### config.mk
export PLATFORM = sky130hd
export DESIGN_NAME = pc_ctrl_unit
export DESIGN_NICKNAME = d
export VERILOG_FILES = /design/src/rtl/pc_ctrl_unit.sv
export SDC_FILE = /design/constraint.sdc
export NUM_CORES = 1
export LEC_CHECK = 0
export CAP_MARGIN = 20
export CORE_ASPECT_RATIO = 1.4
export CORE_MARGIN = 2
export CORE_UTILIZATION = 60
export DETAILED_ROUTE_END_ITERATION = 7
export HOLD_SLACK_MARGIN = 0.08
export PLACE_DENSITY_LB_ADDON = 0.15
export SETUP_SLACK_MARGIN = 0.15
export SYNTH_ARGS = -nofsm -noshare
export SYNTH_HDL_FRONTEND = slang
export SYNTH_SLANG_ARGS = --single-unit
export TNS_END_PERCENT = 1
### constraint.sdc
create_clock -name clk -period 5.72 [get_ports clk]
set_clock_uncertainty 0.1 [all_clocks]
set_input_delay 1.144 -clock clk [delete_from_list [all_inputs] [get_ports clk]]
set_output_delay 1.144 -clock clk [all_outputs]
set_load 0.1 [all_outputs]
### src/rtl/pc_ctrl_unit.sv
// Fetch-stage PC register with next-PC selection, condition evaluation against
// N/V/Z flags, stall/halt handling and a circular return-address stack.
module pc_ctrl_unit #(
  parameter int unsigned PC_W      = 16,
  parameter int unsigned OFF_W     = 9,
  parameter int unsigned RAS_DEPTH = 4,
  parameter logic [PC_W-1:0] RESET_PC = '0,
  parameter int unsigned INC       = 2
) (
  input  logic              clk,
  input  logic              rst_n,
  input  logic              stall,
  input  logic              br_valid,
  input  logic              br_reg,
  input  logic [2:0]        br_cond,
  input  logic [OFF_W-1:0]  br_off,
  input  logic [PC_W-1:0]   reg_target,
  input  logic [2:0]        flags,
  input  logic              call,
  input  logic              ret,
  input  logic              hlt,
  output logic [PC_W-1:0]   pc_out,
  output logic [PC_W-1:0]   pc_next,
  output logic              taken,
  output logic              halted,
  output logic              ras_empty,
  output logic              ras_full,
  output logic              ras_ovf,
  output logic              ras_unf
);

  localparam int unsigned PTR_W = (RAS_DEPTH > 1) ? $clog2(RAS_DEPTH) : 1;
  localparam int unsigned CNT_W = $clog2(RAS_DEPTH + 1);
  localparam logic [PTR_W-1:0] LAST_PTR = PTR_W'(RAS_DEPTH - 1);
  localparam logic [CNT_W-1:0] DEPTH_C  = CNT_W'(RAS_DEPTH);

  logic [PC_W-1:0]  ras_mem [RAS_DEPTH];
  logic [PTR_W-1:0] sp;
  logic [CNT_W-1:0] count;

  logic                    cond_true;
  logic                    halt_any;
  logic                    do_push;
  logic                    do_pop;
  logic [PTR_W-1:0]        top_ptr;
  logic [PC_W-1:0]         seq_pc;
  logic [PC_W-1:0]         off_ext;
  logic signed [OFF_W-1:0] off_s;

  assign ras_empty = (count == '0);
  assign ras_full  = (count == DEPTH_C);
  assign off_s     = br_off;

  // Condition decode, next-PC priority and stack control
  always_comb begin
    cond_true = 1'b0;
    case (br_cond)
      3'b000:  cond_true = !flags[0];
      3'b001:  cond_true = flags[0];
      3'b010:  cond_true = !flags[0] && !flags[2];
      3'b011:  cond_true = flags[2];
      3'b100:  cond_true = flags[0] || (!flags[0] && !flags[2]);
      3'b101:  cond_true = flags[2] || flags[0];
      3'b110:  cond_true = flags[1];
      default: cond_true = 1'b1;
    endcase

    taken    = (br_valid || br_reg) && cond_true;
    halt_any = halted || hlt;
    seq_pc   = pc_out + PC_W'(INC);
    off_ext  = PC_W'(off_s);
    top_ptr  = (sp == '0) ? LAST_PTR : sp - PTR_W'(1);

    pc_next = seq_pc;
    if (halt_any)                   pc_next = pc_out;
    else if (ret && !ras_empty)     pc_next = ras_mem[top_ptr];
    else if (br_reg && cond_true)   pc_next = reg_target;
    else if (br_valid && cond_true) pc_next = seq_pc + (off_ext << 1);

    // A halt request in the same cycle also suppresses stack traffic
    do_pop  = ret && !halt_any && !stall;
    do_push = call && taken && !ret && !halt_any && !stall;
  end

  always_ff @(posedge clk or negedge rst_n) begin
    if (!rst_n) begin
      pc_out  <= RESET_PC;
      halted  <= 1'b0;
      ras_ovf <= 1'b0;
      ras_unf <= 1'b0;
      sp      <= '0;
      count   <= '0;
      for (int i = 0; i < RAS_DEPTH; i++) ras_mem[i] <= '0;
    end else begin
      if (hlt) halted <= 1'b1;
      if (!stall) pc_out <= pc_next;
      if (do_pop) begin
        if (ras_empty) begin
          ras_unf <= 1'b1;
        end else begin
          sp    <= top_ptr;
          count <= count - CNT_W'(1);
        end
      end else if (do_push) begin
        // Full stack wraps: oldest entry is overwritten in place
        ras_mem[sp] <= seq_pc;
        sp          <= (sp == LAST_PTR) ? '0 : sp + PTR_W'(1);
        if (ras_full) ras_ovf <= 1'b1;
        else          count   <= count + CNT_W'(1);
      end
    end
  end

endmodule

==> results.md <==
* Clk_lat worst skew at 340 ps
* Via Count at 4988
* CTS tree: yes
* Finished Layout Cells at 779
* Seq/Total Area, Yosys at 40.3%
* Final hold vios at 0
* Total grt overflow at 0
* Share of power burned in the clock network at 31.2%
* Worst-path fanout max at 9
* WP data arrival at 4190 ps
* Area grow syn2layout at 26.1%
* CTS Buf Count at 9
* Initial DRT Pass Iterations at 5
* Initial DRC Count at 476
* Pwr dens at 282 nW/µm²
* WP data required at 4480 ps
* Synthesized Nets at 658
* Status: complete, no violations
* Asr flop ratio synth at 100%
* TritonCTS sink count at 88
* Fill cell total of the finished layout at 597
* Vias per cell at 6.40
* DP Wirelength at 11400 µm
* Layout cells sized above 1 at 15.0%
* Seq pwr share at 34.6%
* Synthesized area at 5460 µm²
* Register-to-register setup slack at 1740 ps
* Placed cell area at 6450 µm²
* Crit share post-route at 95.0%
* P_sw at 0.734 mW
* Setup TNS at 0 ps
* Avg Cell Area, Syn at 9.18 µm²
* Worst setup endpoint: pc_next[14]
* Worst hold margin at 379 ps
* RePlAce Congestion at 0.989
* Die W at 84.7 µm
* #FFs+latches synth at 88
* Synth cell types at 63
* Critical path class: reg2out
* Nets@finish at 730
* Core box area at 8930 µm²
* Max-slew headroom at 33.7%
* Critical Path Start Type: register
* CTS root buffer: clkbuf_16
* Diode count at 0
* Final setup viols at 0
* Multi-input gate area at 3110 µm²
* Worst setup startpoint: pc_out[2]
* Sw frac at 37.8%
* # H-tree levels at 3
* First-pass GRT wire length at 24500 µm
* Post-Route WL at 15800 µm
* Post-synth top flop: dfrtp_1
* Final instance area at 6890 µm²
* Type of destination of the critical path: output pin
* Cell count after placement at 758
* Hold Path Class: reg2reg
* Leak at 3.01 nW
* RSZ-0062 raised after global routing: yes
* GRT Total Usage at 32.1%
* CP Cell Sequence: ha_1, and2_1, and2_1, xnor2_1, inv_1, ha_1, a21o_1, a31oi_1, nand3_1, o22ai_1, xor2_1, a211o_1, a31oi_2, buf_12
* DRC violation count after routing at 0
* Antenna viol nets, final at 0
* Worst R2R Path Depth at 13
* CP max stage delay at 450 ps
* Worst reg2reg startpoint: pc_out[2]
* Final Max Slew Viols at 0
* Die Span Y at 117 µm
* I/O Buffers at 76
* Largest net degree at the start of global routing at 89
* Worst-path clk slew at 70 ps
* Register area at 2200 µm²
* Max-cap viol count at 0
* Die area at 9900 µm²
* Fin crit period at 5430 ps
* Worst vdd ir at 0.268 mV
* Routed WL per cell at 20.3 µm
* Comb pwr share at 34.3%
* Gate Count Post-Synth at 595
* Worst slew pin tran at 991 ps
* Yosys warnings at 0
* Clock Path Buffers at 2
* Site row count at 41
* Slowest stage cell, crit path: dfrtp_1
* Initial core utilization at 61.2%
* P_int at 1.21 mW
* EDFF count, synth at 0
* Io pins at 77
* Vias in the first global route at 4766
* Initial antenna violation count at 0
* Worst R2R End: pc_out[15]
* Max Fclk at 0.184 GHz
placed cells by master, fill, tap and decap left out, types with 12 or more instances in the layout:
cell,synthesis,final
a21oi_1,18,18
a31oi_1,20,14
buf_12,0,12
buf_4,3,16
clkdlybuf4s50_1,0,58
dfrtp_1,88,88
ha_1,22,22
inv_1,22,22
mux4_2,16,16
nand2_1,100,100
nand3_1,16,16
nor2_1,35,35
o21ai_0,87,85
xor2_1,16,13
timing repair:
item | in CTS | in global routing
resized for setup | 0 | 3
setup endpoints to repair | 0 | 5
buffers inserted | 0 | 0
hold buffers | 0 | 0
endpoints found under the hold margin | 0 | 0
flip-flops by register name (all words and copies together), names as in the netlist:
register	count
ras_ovf	1
sp	2
ras_unf	1
halted	1
pc_out	16
ras_mem	64
count	3
how the worst min path moves through the flow:
| stage | start | to | slack [ps] | cells past startpoint |
|---|---|---|---|---|
| 6_report | ras_ovf | ras_ovf | 380 | 1 |
| 5_1_grt | ras_ovf | ras_ovf | 400 | 1 |
| 4_1_cts | ras_ovf | ras_ovf | 380 | 1 |
| 3_5_place_dp | ras_ovf | ras_ovf | 370 | 1 |
| 3_3_place_gp | ras_unf | ras_unf | 360 | 1 |
| 2_1_floorplan | ras_mem[10] | ras_mem[10] | 340 | 2 |
synthesized netlist by cell type (5+ instances only):
cell type  count  share of area (%)
nor2_1        35                2.4
nand2_1      100                6.9
nand3_1       16                1.5
mux2_2        10                2.1
clkbuf_1      21                1.4
o21ai_0       87                8.0
dfrtp_1       88                 40
a31oi_1       20                2.3
inv_1         22                1.5
mux4_2        16                6.6
a21oi_1       18                1.6
and2_1         5               0.57
nor2b_1       10                1.1
nor3_1         5               0.46
xor2_1        16                2.6
buf_2          5               0.46
xnor2_1        9                1.4
nand2b_1       5               0.57
ha_1          22                5.0
o22ai_1        7               0.80
area by class of cell:
type / instances / area share (%)
clock buffer: 9 / 3.27
clock inverter: 7 / 1.25
inverter: 23 / 1.25
multi-input combinational: 454 / 45.2
sequential: 88 / 32.0
tap: 107 / 1.94
timing repair buffer: 91 / 15.1
per-stage QoR:
| stage | worst slack (ps) | util [%] | power [mW] |
|---|---|---|---|
| after global routing | 70.2 | 77.2 | 2.01 |
| after global placement | 519 | 72.3 | 1.32 |
| after floorplan | -336 | - | 1.12 |
| after detailed placement | 511 | 72.3 | 1.33 |
| final | 286 | 77.2 | 1.94 |
| after CTS | 242 | 75.8 | 1.93 |
cells by family after synthesis:
| logic type | Yosys count | share of synthesized area (%) |
|---|---|---|
| and+or+nand+nor | 204 | 17.5 |
| muxes | 28 | 9.02 |
| buffers and inverters | 53 | 3.98 |
| xor gates and xnor gates | 25 | 4.01 |
| DFF | 88 | 40.3 |
| AOI/OAI and AO/OA | 173 | 19.4 |
| adders and majority gates | 24 | 5.77 |
critical path: cells and delay by family (launching register included):
family	cells	cell delay (ps)
buffers and inverters	2	310
DFF	1	450
AOI/OAI and AO/OA	5	1350
xor gates and xnor gates	2	550
and+or+nand+nor	3	520
adders and majority gates	2	650
metal layers:
layer / track usage, % / vias to the layer above / share of wire (%)
met5: 0 / - / 0
met4: 13.1 / 0 / 2.7
met3: 4.28 / 37 / 6.5
met2: 53.9 / 224 / 51
met1: 42.7 / 2447 / 40
li1: - / 2280 / -
power by group through the flow:
stage               sequential [mW]  clock, mW  combinational (mW)
detailed placement            0.681          0               0.648
global placement              0.679          0               0.643
CTS                           0.669      0.610               0.655
global route                  0.674      0.637               0.703
finish                        0.671      0.606               0.666
floorplan                     0.757          0               0.362
No activity file was read; power rests on OpenSTA's default activity.
